[src/rtl/sdram_arbiter.sv]
// Two-port arbiter in front of the SDRAM controller command port. Port A (capture)
// has priority, bounded by a streak limit; read data is routed back through a tag FIFO.
module sdram_arbiter #(
    parameter int ADDR_W       = 23,
    parameter int DATA_W       = 32,
    parameter int MAX_A_STREAK = 4,
    parameter int TAG_DEPTH    = 4
) (
    input  logic              clk,
    input  logic              rst_n,
    input  logic              a_req,
    input  logic [ADDR_W-1:0] a_addr,
    input  logic              a_rw,
    input  logic [DATA_W-1:0] a_wdata,
    output logic              a_ack,
    output logic              a_rvalid,
    output logic [DATA_W-1:0] a_rdata,
    input  logic              b_req,
    input  logic [ADDR_W-1:0] b_addr,
    input  logic              b_rw,
    input  logic [DATA_W-1:0] b_wdata,
    output logic              b_ack,
    output logic              b_rvalid,
    output logic [DATA_W-1:0] b_rdata,
    output logic [ADDR_W-1:0] addr,
    output logic              rw,
    output logic [DATA_W-1:0] data_in,
    output logic              in_valid,
    input  logic              busy,
    input  logic [DATA_W-1:0] data_out,
    input  logic              out_valid,
    output logic              tag_err
);

    localparam int PW = (TAG_DEPTH > 1) ? $clog2(TAG_DEPTH) : 1;
    localparam int CW = PW + 1;
    localparam logic [CW-1:0] DEPTH_C    = CW'(TAG_DEPTH);
    localparam logic [CW-1:0] CNT_ONE    = CW'(1);
    localparam logic [CW-1:0] CNT_ZERO   = {CW{1'b0}};
    localparam logic [PW-1:0] PTR_ONE    = PW'(1);
    localparam logic [PW-1:0] PTR_ZERO   = {PW{1'b0}};
    localparam logic [3:0]    MAX_C      = 4'(MAX_A_STREAK);
    localparam logic [3:0]    STREAK_ONE = 4'd1;
    localparam logic          OWN_A      = 1'b0;
    localparam logic          OWN_B      = 1'b1;

    typedef enum logic {
        IDLE  = 1'b0,
        ISSUE = 1'b1
    } state_t;

    state_t            state_r;
    state_t            state_nxt_s;
    logic              load_s;
    logic              sel_valid_s;
    logic              sel_b_s;
    logic              a_elig_s;
    logic              b_elig_s;
    logic              accept_s;
    logic              push_s;
    logic              pop_s;
    logic              head_tag_s;

    logic              owner_r;
    logic              in_valid_r;
    logic [ADDR_W-1:0] addr_r;
    logic              rw_r;
    logic [DATA_W-1:0] data_in_r;
    logic [3:0]        streak_r;
    logic              tag_mem_r [TAG_DEPTH];
    logic [PW-1:0]     wr_ptr_r;
    logic [PW-1:0]     rd_ptr_r;
    logic [CW-1:0]     count_r;
    logic              a_rvalid_r;
    logic              b_rvalid_r;
    logic [DATA_W-1:0] a_rdata_r;
    logic [DATA_W-1:0] b_rdata_r;
    logic              tag_err_r;

    // Reads need a free tag slot; writes never wait on the FIFO.
    assign a_elig_s   = a_req && (a_rw || (count_r < DEPTH_C));
    assign b_elig_s   = b_req && (b_rw || (count_r < DEPTH_C));
    assign accept_s   = (state_r == ISSUE) && !busy;
    assign push_s     = accept_s && !rw_r;
    assign pop_s      = out_valid && (count_r != CNT_ZERO);
    assign head_tag_s = tag_mem_r[rd_ptr_r];

    assign a_ack    = accept_s && (owner_r == OWN_A);
    assign b_ack    = accept_s && (owner_r == OWN_B);
    assign in_valid = in_valid_r;
    assign addr     = addr_r;
    assign rw       = rw_r;
    assign data_in  = data_in_r;
    assign a_rvalid = a_rvalid_r;
    assign b_rvalid = b_rvalid_r;
    assign a_rdata  = a_rdata_r;
    assign b_rdata  = b_rdata_r;
    assign tag_err  = tag_err_r;

    // Port selection: A wins unless B is eligible and A has used up its streak.
    always_comb begin
        sel_valid_s = 1'b0;
        sel_b_s     = 1'b0;
        if (b_elig_s && (streak_r == MAX_C)) begin
            sel_valid_s = 1'b1;
            sel_b_s     = 1'b1;
        end else if (a_elig_s) begin
            sel_valid_s = 1'b1;
            sel_b_s     = 1'b0;
        end else if (b_elig_s) begin
            sel_valid_s = 1'b1;
            sel_b_s     = 1'b1;
        end else begin
            sel_valid_s = 1'b0;
            sel_b_s     = 1'b0;
        end
    end

    // Next-state logic for the command FSM.
    always_comb begin
        state_nxt_s = state_r;
        load_s      = 1'b0;
        case (state_r)
            IDLE: begin
                if (sel_valid_s) begin
                    state_nxt_s = ISSUE;
                    load_s      = 1'b1;
                end else begin
                    state_nxt_s = IDLE;
                end
            end
            ISSUE: begin
                if (!busy) begin
                    state_nxt_s = IDLE;
                end else begin
                    state_nxt_s = ISSUE;
                end
            end
            default: begin
                state_nxt_s = IDLE;
            end
        endcase
    end

    // State register and the command held towards the controller.
    always_ff @(posedge clk or negedge rst_n) begin
        if (!rst_n) begin
            state_r    <= IDLE;
            in_valid_r <= 1'b0;
            owner_r    <= OWN_A;
            addr_r     <= {ADDR_W{1'b0}};
            rw_r       <= 1'b0;
            data_in_r  <= {DATA_W{1'b0}};
        end else begin
            state_r    <= state_nxt_s;
            in_valid_r <= (state_nxt_s == ISSUE);
            if (load_s) begin
                owner_r   <= sel_b_s;
                addr_r    <= sel_b_s ? b_addr  : a_addr;
                rw_r      <= sel_b_s ? b_rw    : a_rw;
                data_in_r <= sel_b_s ? b_wdata : a_wdata;
            end
        end
    end

    // Consecutive A grants while B waits; saturates at the limit.
    always_ff @(posedge clk or negedge rst_n) begin
        if (!rst_n) begin
            streak_r <= 4'd0;
        end else if (accept_s) begin
            if (owner_r == OWN_B || !b_req) begin
                streak_r <= 4'd0;
            end else if (streak_r < MAX_C) begin
                streak_r <= streak_r + STREAK_ONE;
            end
        end
    end

    // Tag FIFO remembering which port owns each outstanding read.
    always_ff @(posedge clk or negedge rst_n) begin
        if (!rst_n) begin
            for (int i = 0; i < TAG_DEPTH; i++) begin
                tag_mem_r[i] <= 1'b0;
            end
            wr_ptr_r <= PTR_ZERO;
            rd_ptr_r <= PTR_ZERO;
            count_r  <= CNT_ZERO;
        end else begin
            if (push_s) begin
                tag_mem_r[wr_ptr_r] <= owner_r;
                wr_ptr_r            <= wr_ptr_r + PTR_ONE;
            end
            if (pop_s) begin
                rd_ptr_r <= rd_ptr_r + PTR_ONE;
            end
            case ({push_s, pop_s})
                2'b10:   count_r <= count_r + CNT_ONE;
                2'b01:   count_r <= count_r - CNT_ONE;
                default: count_r <= count_r;
            endcase
        end
    end

    // Read return routing; data is held per port until its next rvalid.
    always_ff @(posedge clk or negedge rst_n) begin
        if (!rst_n) begin
            a_rvalid_r <= 1'b0;
            b_rvalid_r <= 1'b0;
            a_rdata_r  <= {DATA_W{1'b0}};
            b_rdata_r  <= {DATA_W{1'b0}};
            tag_err_r  <= 1'b0;
        end else begin
            a_rvalid_r <= pop_s && (head_tag_s == OWN_A);
            b_rvalid_r <= pop_s && (head_tag_s == OWN_B);
            if (pop_s && (head_tag_s == OWN_A)) begin
                a_rdata_r <= data_out;
            end
            if (pop_s && (head_tag_s == OWN_B)) begin
                b_rdata_r <= data_out;
            end
            if (out_valid && (count_r == CNT_ZERO)) begin
                tag_err_r <= 1'b1;
            end
        end
    end

endmodule
[config.mk]
export PLATFORM = sky130hd
export DESIGN_NAME = sdram_arbiter
export DESIGN_NICKNAME = d
export VERILOG_FILES = /design/src/rtl/sdram_arbiter.sv
export SDC_FILE = /design/constraint.sdc
export NUM_CORES = 1
export LEC_CHECK = 0
export ABC_AREA = 0
export ABC_CLOCK_PERIOD_IN_PS = 6450
export CAP_MARGIN = 0
export CORE_UTILIZATION = 27
export CTS_CLUSTER_DIAMETER = 120
export DETAILED_ROUTE_END_ITERATION = 12
export GPL_ROUTABILITY_DRIVEN = 0
export PLACE_DENSITY_LB_ADDON = 0.05
export SLEW_MARGIN = 5
export SYNTH_ARGS = -nofsm -noshare
export SYNTH_HDL_FRONTEND = slang
export SYNTH_SLANG_ARGS = --single-unit
[constraint.sdc]
create_clock -name clk -period 6.45 [get_ports clk]
set_clock_uncertainty 0.15 [all_clocks]
set_input_delay 1.29 -clock clk [delete_from_list [all_inputs] [get_ports clk]]
set_output_delay 1.29 -clock clk [all_outputs]
set_load 0.01 [all_outputs]
==> results.json, run 1 <==
{
  "die_w_um": 152,
  "netlist_instances": 530,
  "path_clk_slew_ns": 0.06,
  "hold_viol": 0,
  "holdPathStages": 1,
  "end_kind": "output port",
  "reg2regPathDepth": 6,
  "io-pin-count": 276,
  "antenna_cells": 0,
  "cts_tree": "yes",
  "period_share_pct": 65.4,
  "num_rows": 54,
  "ys_seq_area_share_pct": 57.7,
  "cts-hold-fix-buffers": 0,
  "synth_edf_count": 0,
  "grt_pass1_wl_mm": 27.9,
  "antenna_found_initial": 0,
  "totalPowerFinal_mw": 4.67,
  "timing.setup.tns_ns": 0,
  "avgRoutedWirePerCell_um": 16.0,
  "firstDrtPassIters": 8,
  "drv_slew": 0,
  "ys_types": 38,
  "cts_root_buffer": "clkbuf_16",
  "grt_max_degree": 83,
  "fin_crit_ns": 4.22,
  "synth.largest_area_cell": "dfrtp_1",
  "hpwlAfterDp_mm": 12.1,
  "avgSynthCellArea_um2": 11.5,
  "r2r_slack_ns": 3.93,
  "grtUsageTotal_pct": 15.6,
  "final_common_cell": "clkdlybuf4s50_1",
  "clockBufferDepth": 2,
  "synthArstFlopShare_pct": 100,
  "max_freq_ghz": 0.237,
  "vias": 4875,
  "tightest_slew_ns": 1.21,
  "initial_core_util_pct": 27.6,
  "clk_latency_ns": 0.42,
  "antenna_left": 0,
  "hold_class": "reg -> reg",
  "cp.arrival_ns": 2.78,
  "drive_gt1_share_pct": 13.8,
  "syn_area_mm2": 0.00607,
  "die_h_um": 152,
  "detail_route.vias_per_cell": 4.47,
  "cts.repair.resized": 0,
  "post-route-drc-count": 38,
  "area_growth_pct": 58.3,
  "setup_violations": 0,
  "drt_wl_total_mm": 17.5,
  "slew_headroom_pct": 19.1,
  "crit_type": "in -> out",
  "port_buffers": 275,
  "postCtsSetupRepairBufs": 0,
  "first_global_vias": 5031,
  "fin_util_pct": 43.8,
  "layout_common_cells": "274 x clkdlybuf4s50_1, 140 x dfrtp_1, 117 x nand2_1",
  "ys.flop_type": "dfrtp_1",
  "first_iter_violations": 249,
  "dieArea_mm2": 0.0231,
  "grt-ovfl-total": 0,
  "fillCellCount": 2093,
  "rsz0062_at_grt": "no",
  "cap_violations": 0,
  "nets": 956,
  "synthTopCellsByArea": "dfrtp_1 58%, mux2_2 7.2%, nand2_1 7.2%, mux2_4 7.2%, a31oi_1 5.9%",
  "cts_buffers": 17,
  "setup.worst_path.start_class": "primary input",
  "design.core.area_mm2": 0.0220,
  "ys_warn_count": 0,
  "required_ns": 5.01,
  "violations": "design-rule violations",
  "ys_seq_elements": 140,
  "synth_nets": 688,
  "crit_fanout": 7,
  "ir_drop_mv": 0.161,
  "synth_top_area_share_pct": 57.7,
  "cts_htree_levels": 4,
  "leakage_nw": 4.08,
  "outcome": "finished, violations left",
  "cts_sinks": 140,
  "power_density_mw_per_mm2": 486
}
[worst paths after layout]
kind | to | from
worst max-delay path | b_ack | busy
worst min-delay path | tag_err$_DFFE_PN0P_ | tag_err$_DFFE_PN0P_
worst max register to register | addr[22]$_DFFE_PN0P_ | streak_r[0]$_DFFE_PN0P_
worst min register to register | tag_err$_DFFE_PN0P_ | tag_err$_DFFE_PN0P_
max in group asynchronous | tag_mem_r[3]$_DFFE_PN0P_ | rst_n
min in group asynchronous | a_rdata[3]$_DFFE_PN0P_ | rst_n
[per-stage QoR]
stage	setup slack (ns)	instances	hold slack, ns	instance area, um^2
after floorplan	3.25	530	0.303	6070
after global placement	2.25	1059	0.294	9020
after detailed placement	2.24	1059	0.302	9020
after CTS	2.24	1091	0.316	9610
after global routing	2.14	1091	0.338	9610
final	2.23	1091	0.308	9610
[cells in the mapped netlist (2+ instances only)]
cell,n
nand2b_1,3
clkbuf_1,6
a22oi_1,2
buf_12,3
buf_4,4
o22ai_1,2
o21ai_0,2
buf_6,3
mux2_2,39
nand2_1,117
nor2_1,61
ha_1,7
mux2_4,29
a31oi_1,57
xor2_1,2
inv_1,13
a21oi_1,4
buf_2,14
xnor2_1,4
dfrtp_1,140
[final cells by class]
| class | count | area (um^2) | area share (%) |
|---|---|---|---|
| Timing Repair Buffer | 279 | 2780 | 29.0 |
| Clock buffer | 20 | 457 | 4.75 |
| Clock inverter | 12 | 135 | 1.41 |
| Tap cell | 280 | 350 | 3.65 |
| Multi-Input combinational cell | 347 | 2330 | 24.3 |
| Inverter | 13 | 48.8 | 0.508 |
| Sequential cell | 140 | 3500 | 36.5 |
[cell families after synthesis]
family / share of synthesized area [%]
xor+xnor: 0.866
compound gates: 7.52
buf+inv: 4.37
fa+ha+maj: 1.77
flops: 57.7
mux: 15.1
simple gates: 12.6
[report_power, final]
part	total [mW]	switching (mW)	leakage (nW)	internal, mW
registers	1.56	0.243	1.62	1.31
clock network	0.990	0.396	0.292	0.594
logic	2.12	0.888	2.17	1.24
[flip-flops by register name, summed over array words and instances, names as in the netlist]
signal,cells
a_rdata,32
b_rdata,32
data_in,32
addr,23
streak_r,4
tag_mem_r,4
count_r,3
rd_ptr_r,2
wr_ptr_r,2
a_rvalid,1
b_rvalid,1
in_valid,1
owner_r,1
rw,1
tag_err,1
[per-layer routing]
layer	global-route usage (%)	up-vias	routed length (um)
li1	-	2335	-
met1	18.9	2338	7380
met2	25.2	188	8220
met3	6.50	14	1710
met4	4.81	0	191
met5	0	-	0
[critical path, cell delays in order]
cell and delay (ns):
clkdlybuf4s50_1 0.42, nor2_1 0.34, and2_1 0.19, clkdlybuf4s50_1 0.54
Note: power is estimated with default switching activity, not from simulation.
==> inputs of run 2 (changes only) <==
ABC_CLOCK_PERIOD_IN_PS = 3600   (was 6450)
clock period = 3.6 ns   (was 6.45 ns; I/O delays follow)
==> run 2 against run 1 <==
  * The flow still finishes with violations (design-rule violations)
  * First-iteration DRC count rose by 5.6%
  * Register-to-register slack lost 2.7 ns
  * Setup slack worse by 1.7 ns
  * Die area did not move
  * Sequential power increased by 79%
  * Design area is 1.9% higher
  * Hold slack lost 0.075 ns
  * Critical path depth unchanged
  * Largest power group unchanged
==> results.json, run 2 (synthesized netlist as in run 1, its figures left out) <==
{
  "grt_pass1_wl_mm": 28.5,
  "layout_common_cells": "274 x clkdlybuf4s50_1, 140 x dfrtp_1, 117 x nand2_1",
  "outcome": "finished, violations left",
  "cts_root_buffer": "clkbuf_16",
  "drv_slew": 0,
  "cap_violations": 0,
  "power_density_mw_per_mm2": 881,
  "die_h_um": 152,
  "hold_viol": 0,
  "detail_route.vias_per_cell": 4.41,
  "cts_tree": "yes",
  "path_clk_slew_ns": 0.06,
  "avgRoutedWirePerCell_um": 16.1,
  "initial_core_util_pct": 27.6,
  "fin_crit_ns": 3.06,
  "cts-hold-fix-buffers": 0,
  "port_buffers": 275,
  "ir_drop_mv": 0.325,
  "cts_buffers": 17,
  "clockBufferDepth": 2,
  "whs_ns": 0.233,
  "area_growth_pct": 61.3,
  "clk_latency_ns": 0.41,
  "postCtsSetupRepairBufs": 0,
  "grtUsageTotal_pct": 15.9,
  "cp.arrival_ns": 2.19,
  "hpwlAfterDp_mm": 12.8,
  "final_common_cell": "clkdlybuf4s50_1",
  "cts.repair.resized": 0,
  "antenna_left": 0,
  "drt_wl_total_mm": 17.8,
  "tightest_slew_ns": 0.875,
  "crit_fanout": 7,
  "cp_common_cell": "clkdlybuf4s50_1",
  "first_iter_violations": 263,
  "num_rows": 54,
  "vias": 4867,
  "crit_buf_inv": 2,
  "post-route-drc-count": 38,
  "fin_util_pct": 44.6,
  "violations": "design-rule violations",
  "cts_htree_levels": 4,
  "setup.worst_path.start_class": "primary input",
  "design.core.area_mm2": 0.0220,
  "timing.setup.tns_ns": 0,
  "dieArea_mm2": 0.0231,
  "design_area_mm2": 0.00979,
  "setup_violations": 0,
  "firstDrtPassIters": 9,
  "crit_family": "buffers and inverters",
  "leakage_nw": 4.18,
  "die_w_um": 152,
  "required_ns": 2.73,
  "slew_headroom_pct": 41.6,
  "first_global_vias": 5109,
  "drive_gt1_share_pct": 15.3,
  "io-pin-count": 276,
  "grt_max_degree": 93,
  "rsz0062_at_grt": "no",
  "slowest_stage": "clkdlybuf4s50_1",
  "antenna_cells": 0,
  "end_kind": "output port",
  "placed_area_mm2": 0.00914,
  "max_freq_ghz": 0.327,
  "crit_type": "in -> out",
  "crit_path_max_incr_delay_ns": 0.53,
  "fillCellCount": 2065,
  "grt-ovfl-total": 0,
  "antenna_found_initial": 0,
  "period_share_pct": 85.1,
  "nets": 969,
  "path_cells": "clkdlybuf4s50_1 > nor2_1 > and2_1 > clkdlybuf4s50_1",
  "cts_sinks": 140,
  "hold_class": "in -> async"
}
## run 2: cell count changes in the layout (fill, tap and decap cells not counted), sizes merged
cell	before	now
bufinv	2	4
clkbuf	20	19
buf	5	18
inv	17	20
clkinv	5	1
## run 2: worst paths after layout
check                                         from                 endpoint  slack [ns]  cells after the start
max reg2reg                rd_ptr_r[0]$_DFFE_PN0P_  a_rdata[17]$_DFFE_PN0P_        1.25                      4
max in group asynchronous                    rst_n  data_in[25]$_DFFE_PN0P_        2.22                      2
min in group clk               tag_err$_DFFE_PN0P_      tag_err$_DFFE_PN0P_        0.32                      1
min reg2reg                    tag_err$_DFFE_PN0P_      tag_err$_DFFE_PN0P_        0.32                      1
min                                          rst_n   a_rdata[6]$_DFFE_PN0P_        0.23                      1
max                                           busy                    b_ack        0.54                      4
## run 2: stage by stage
stage	setup WS, ns	instances	total power, mW
5_1_grt	0.449	1104	9.19
6_report	0.538	1104	8.63
4_1_cts	0.538	1104	8.78
3_5_place_dp	0.547	1072	6.77
3_3_place_gp	0.543	1072	6.69
2_1_floorplan	1.29	530	4.73
## run 2: cell type report
class                      count  area, um^2  area share [%]
sequential                   140        3500            35.8
timing repair buffer         292        2910            29.7
multi-input combinational    347        2330            23.8
clock buffer                  19         453            4.63
tap                          280         350            3.58
clock inverter                13         200            2.04
inverter                      13        48.8           0.498
## run 2: layer usage
layer  vias up  GRT usage, %  share of wire (%)
li1       2361             -                  -
met1      2336          19.0                 43
met4         0          5.39               0.34
met3         2          5.65                8.5
met2       168          26.7                 48
met5         -             0                  0
## run 2: report_power, final
group          internal [mW]  switching [mW]  total (mW)  leakage, nW
Combinational           2.28            1.61        3.89         2.24
Sequential              2.35           0.440        2.79         1.62
Clock                   1.22           0.732        1.95        0.318
Total                   5.85            2.78        8.63         4.18
==> inputs of run 3 (changes only) <==
CORE_UTILIZATION = 38   (was 27)
==> run 3 against run 2 <==
  * The run now ends clean
  * Sequential power hardly changed
  * Critical path depth stayed put
  * Combinational power is essentially flat
  * Sequential share of layout area up 0.56 points
  * Total power decreased by 2.5%
  * Setup slack worse by 0.037 ns
  * Wire length shrank 7.0%
  * Clock power shrank 11%
  * Critical path type unchanged
  * Critical endpoint unchanged
  * Largest cell class unchanged
  * Highest routed layer unchanged
==> results.json, run 3 (synthesized netlist as in run 1, its figures left out) <==
{
  "firstDrtPassIters": 4,
  "antenna_cells": 0,
  "hpwlAfterDp_mm": 12.3,
  "crit_path_max_incr_delay_ns": 0.53,
  "area_growth_pct": 58.9,
  "outcome": "complete, no violations",
  "clk_latency_ns": 0.41,
  "design.core.area_mm2": 0.0154,
  "slew_headroom_pct": 57.0,
  "end_kind": "output port",
  "avgRoutedWirePerCell_um": 16.0,
  "cts_sinks": 140,
  "cap_violations": 0,
  "crit_type": "in -> out",
  "period_share_pct": 86.1,
  "initial_core_util_pct": 39.5,
  "fillCellCount": 1258,
  "drv_slew": 0,
  "cts_buffers": 17,
  "vias": 4915,
  "path_cells": "clkdlybuf4s50_1 > nor2_1 > and2_1 > clkdlybuf4s50_1",
  "port_buffers": 275,
  "die_h_um": 128,
  "nets": 966,
  "cts_tree": "yes",
  "num_rows": 45,
  "detail_route.vias_per_cell": 4.76,
  "design_area_mm2": 0.00964,
  "grt_max_degree": 64,
  "final_common_cell": "clkdlybuf4s50_1",
  "die_w_um": 128,
  "postCtsSetupRepairBufs": 0,
  "setup.worst_path.start_class": "primary input",
  "first_global_vias": 5058,
  "grt-ovfl-total": 0,
  "crit_fanout": 7,
  "fin_crit_ns": 3.10,
  "cp.arrival_ns": 2.23,
  "setup_violations": 0,
  "cts_htree_levels": 4,
  "layout_common_cells": "274 x clkdlybuf4s50_1, 140 x dfrtp_1, 117 x nand2_1",
  "ir_drop_mv": 0.342,
  "crit_family": "buffers and inverters",
  "post-route-drc-count": 0,
  "leakage_nw": 4.14,
  "antenna_found_initial": 0,
  "max_freq_ghz": 0.323,
  "rsz0062_at_grt": "no",
  "post-place-ws_ns": 0.526,
  "totalPowerFinal_mw": 8.41,
  "grt_pass1_wl_mm": 26.3,
  "power_density_mw_per_mm2": 872,
  "clockBufferDepth": 2,
  "crit_buf_inv": 2,
  "tightest_slew_ns": 0.644,
  "slowest_stage": "clkdlybuf4s50_1",
  "cp_common_cell": "clkdlybuf4s50_1",
  "cts.repair.resized": 0,
  "cts-hold-fix-buffers": 0,
  "grtUsageTotal_pct": 20.9,
  "seq_area_mm2": 0.00350,
  "antenna_left": 0,
  "first_iter_violations": 123,
  "path_clk_slew_ns": 0.06,
  "hold_viol": 0,
  "hold_class": "in -> async",
  "required_ns": 2.73,
  "drive_gt1_share_pct": 14.9,
  "placed_area_mm2": 0.00906,
  "drt_wl_total_mm": 16.5,
  "multiInputGateArea_mm2": 0.00233,
  "io-pin-count": 276,
  "worst_slack_ns": 0.500,
  "dieArea_mm2": 0.0165,
  "timing.setup.tns_ns": 0,
  "cts_root_buffer": "clkbuf_16"
}
-- run 3: cell types whose count changed in the layout (fill, tap and decap cells not counted) --
cell / delta
buf_4: -5
clkinv_2: +5
inv_6: -5
buf_12: +2
bufinv_16: -2
clkinvlp_4: +2
clkbuf_1: +1
clkbuf_8: +1
clkinv_4: -1
inv_8: -1
-- run 3: cell type report --
class                      count  area share [%]
clock buffer                  21            4.88
clock inverter                11            1.21
inverter                      13           0.506
multi-input combinational    347            24.2
sequential                   140            36.3
tap                          211            2.74
timing repair buffer         289            30.2
-- run 3: worst register-to-register path, stage by stage (launching register included) --
cell     delay [ns]
dfrtp_1        0.42
mux4_2         0.62
nor2_8         0.36
buf_12         0.25
mux2_4         0.33
-- run 3: worst paths after layout --
path	startpoint	endpoint	slack [ns]	depth (start not counted)
worst max register to register	rd_ptr_r[0]$_DFFE_PN0P_	a_rdata[24]$_DFFE_PN0P_	1.35	4
worst min-delay path	rst_n	a_rdata[5]$_DFFE_PN0P_	0.12	1
worst min register to register	tag_err$_DFFE_PN0P_	tag_err$_DFFE_PN0P_	0.31	1
min in group clk	tag_err$_DFFE_PN0P_	tag_err$_DFFE_PN0P_	0.31	1
worst max-delay path	busy	b_ack	0.50	4
max in group asynchronous	rst_n	b_rdata[26]$_DFFE_PN0P_	2.24	2
-- run 3: layer usage --
metal / GRT usage [%] / wire length (um) / up-vias
met1: 24.3 / 6590 / 2356
met2: 35.9 / 8270 / 192
met3: 6.65 / 1330 / 19
met5: 0 / 0 / -
li1: - / - / 2348
met4: 8.03 / 318 / 0
-- run 3: through the flow --
| step | hold slack [ns] | instances | util (%) |
|---|---|---|---|
| after floorplan | 0.274 | 530 | - |
| after global placement | 0.294 | 1000 | 58.9 |
| after detailed placement | 0.299 | 1000 | 58.9 |
| after CTS | 0.134 | 1032 | 62.7 |
| after global routing | 0.153 | 1032 | 62.7 |
| final | 0.121 | 1032 | 62.7 |
-- run 3: where the power goes --
| group | internal (mW) | switching (mW) | leakage (nW) |
|---|---|---|---|
| combinational | 2.29 | 1.60 | 2.23 |
| sequential | 2.36 | 0.439 | 1.62 |
| clock | 1.07 | 0.658 | 0.285 |
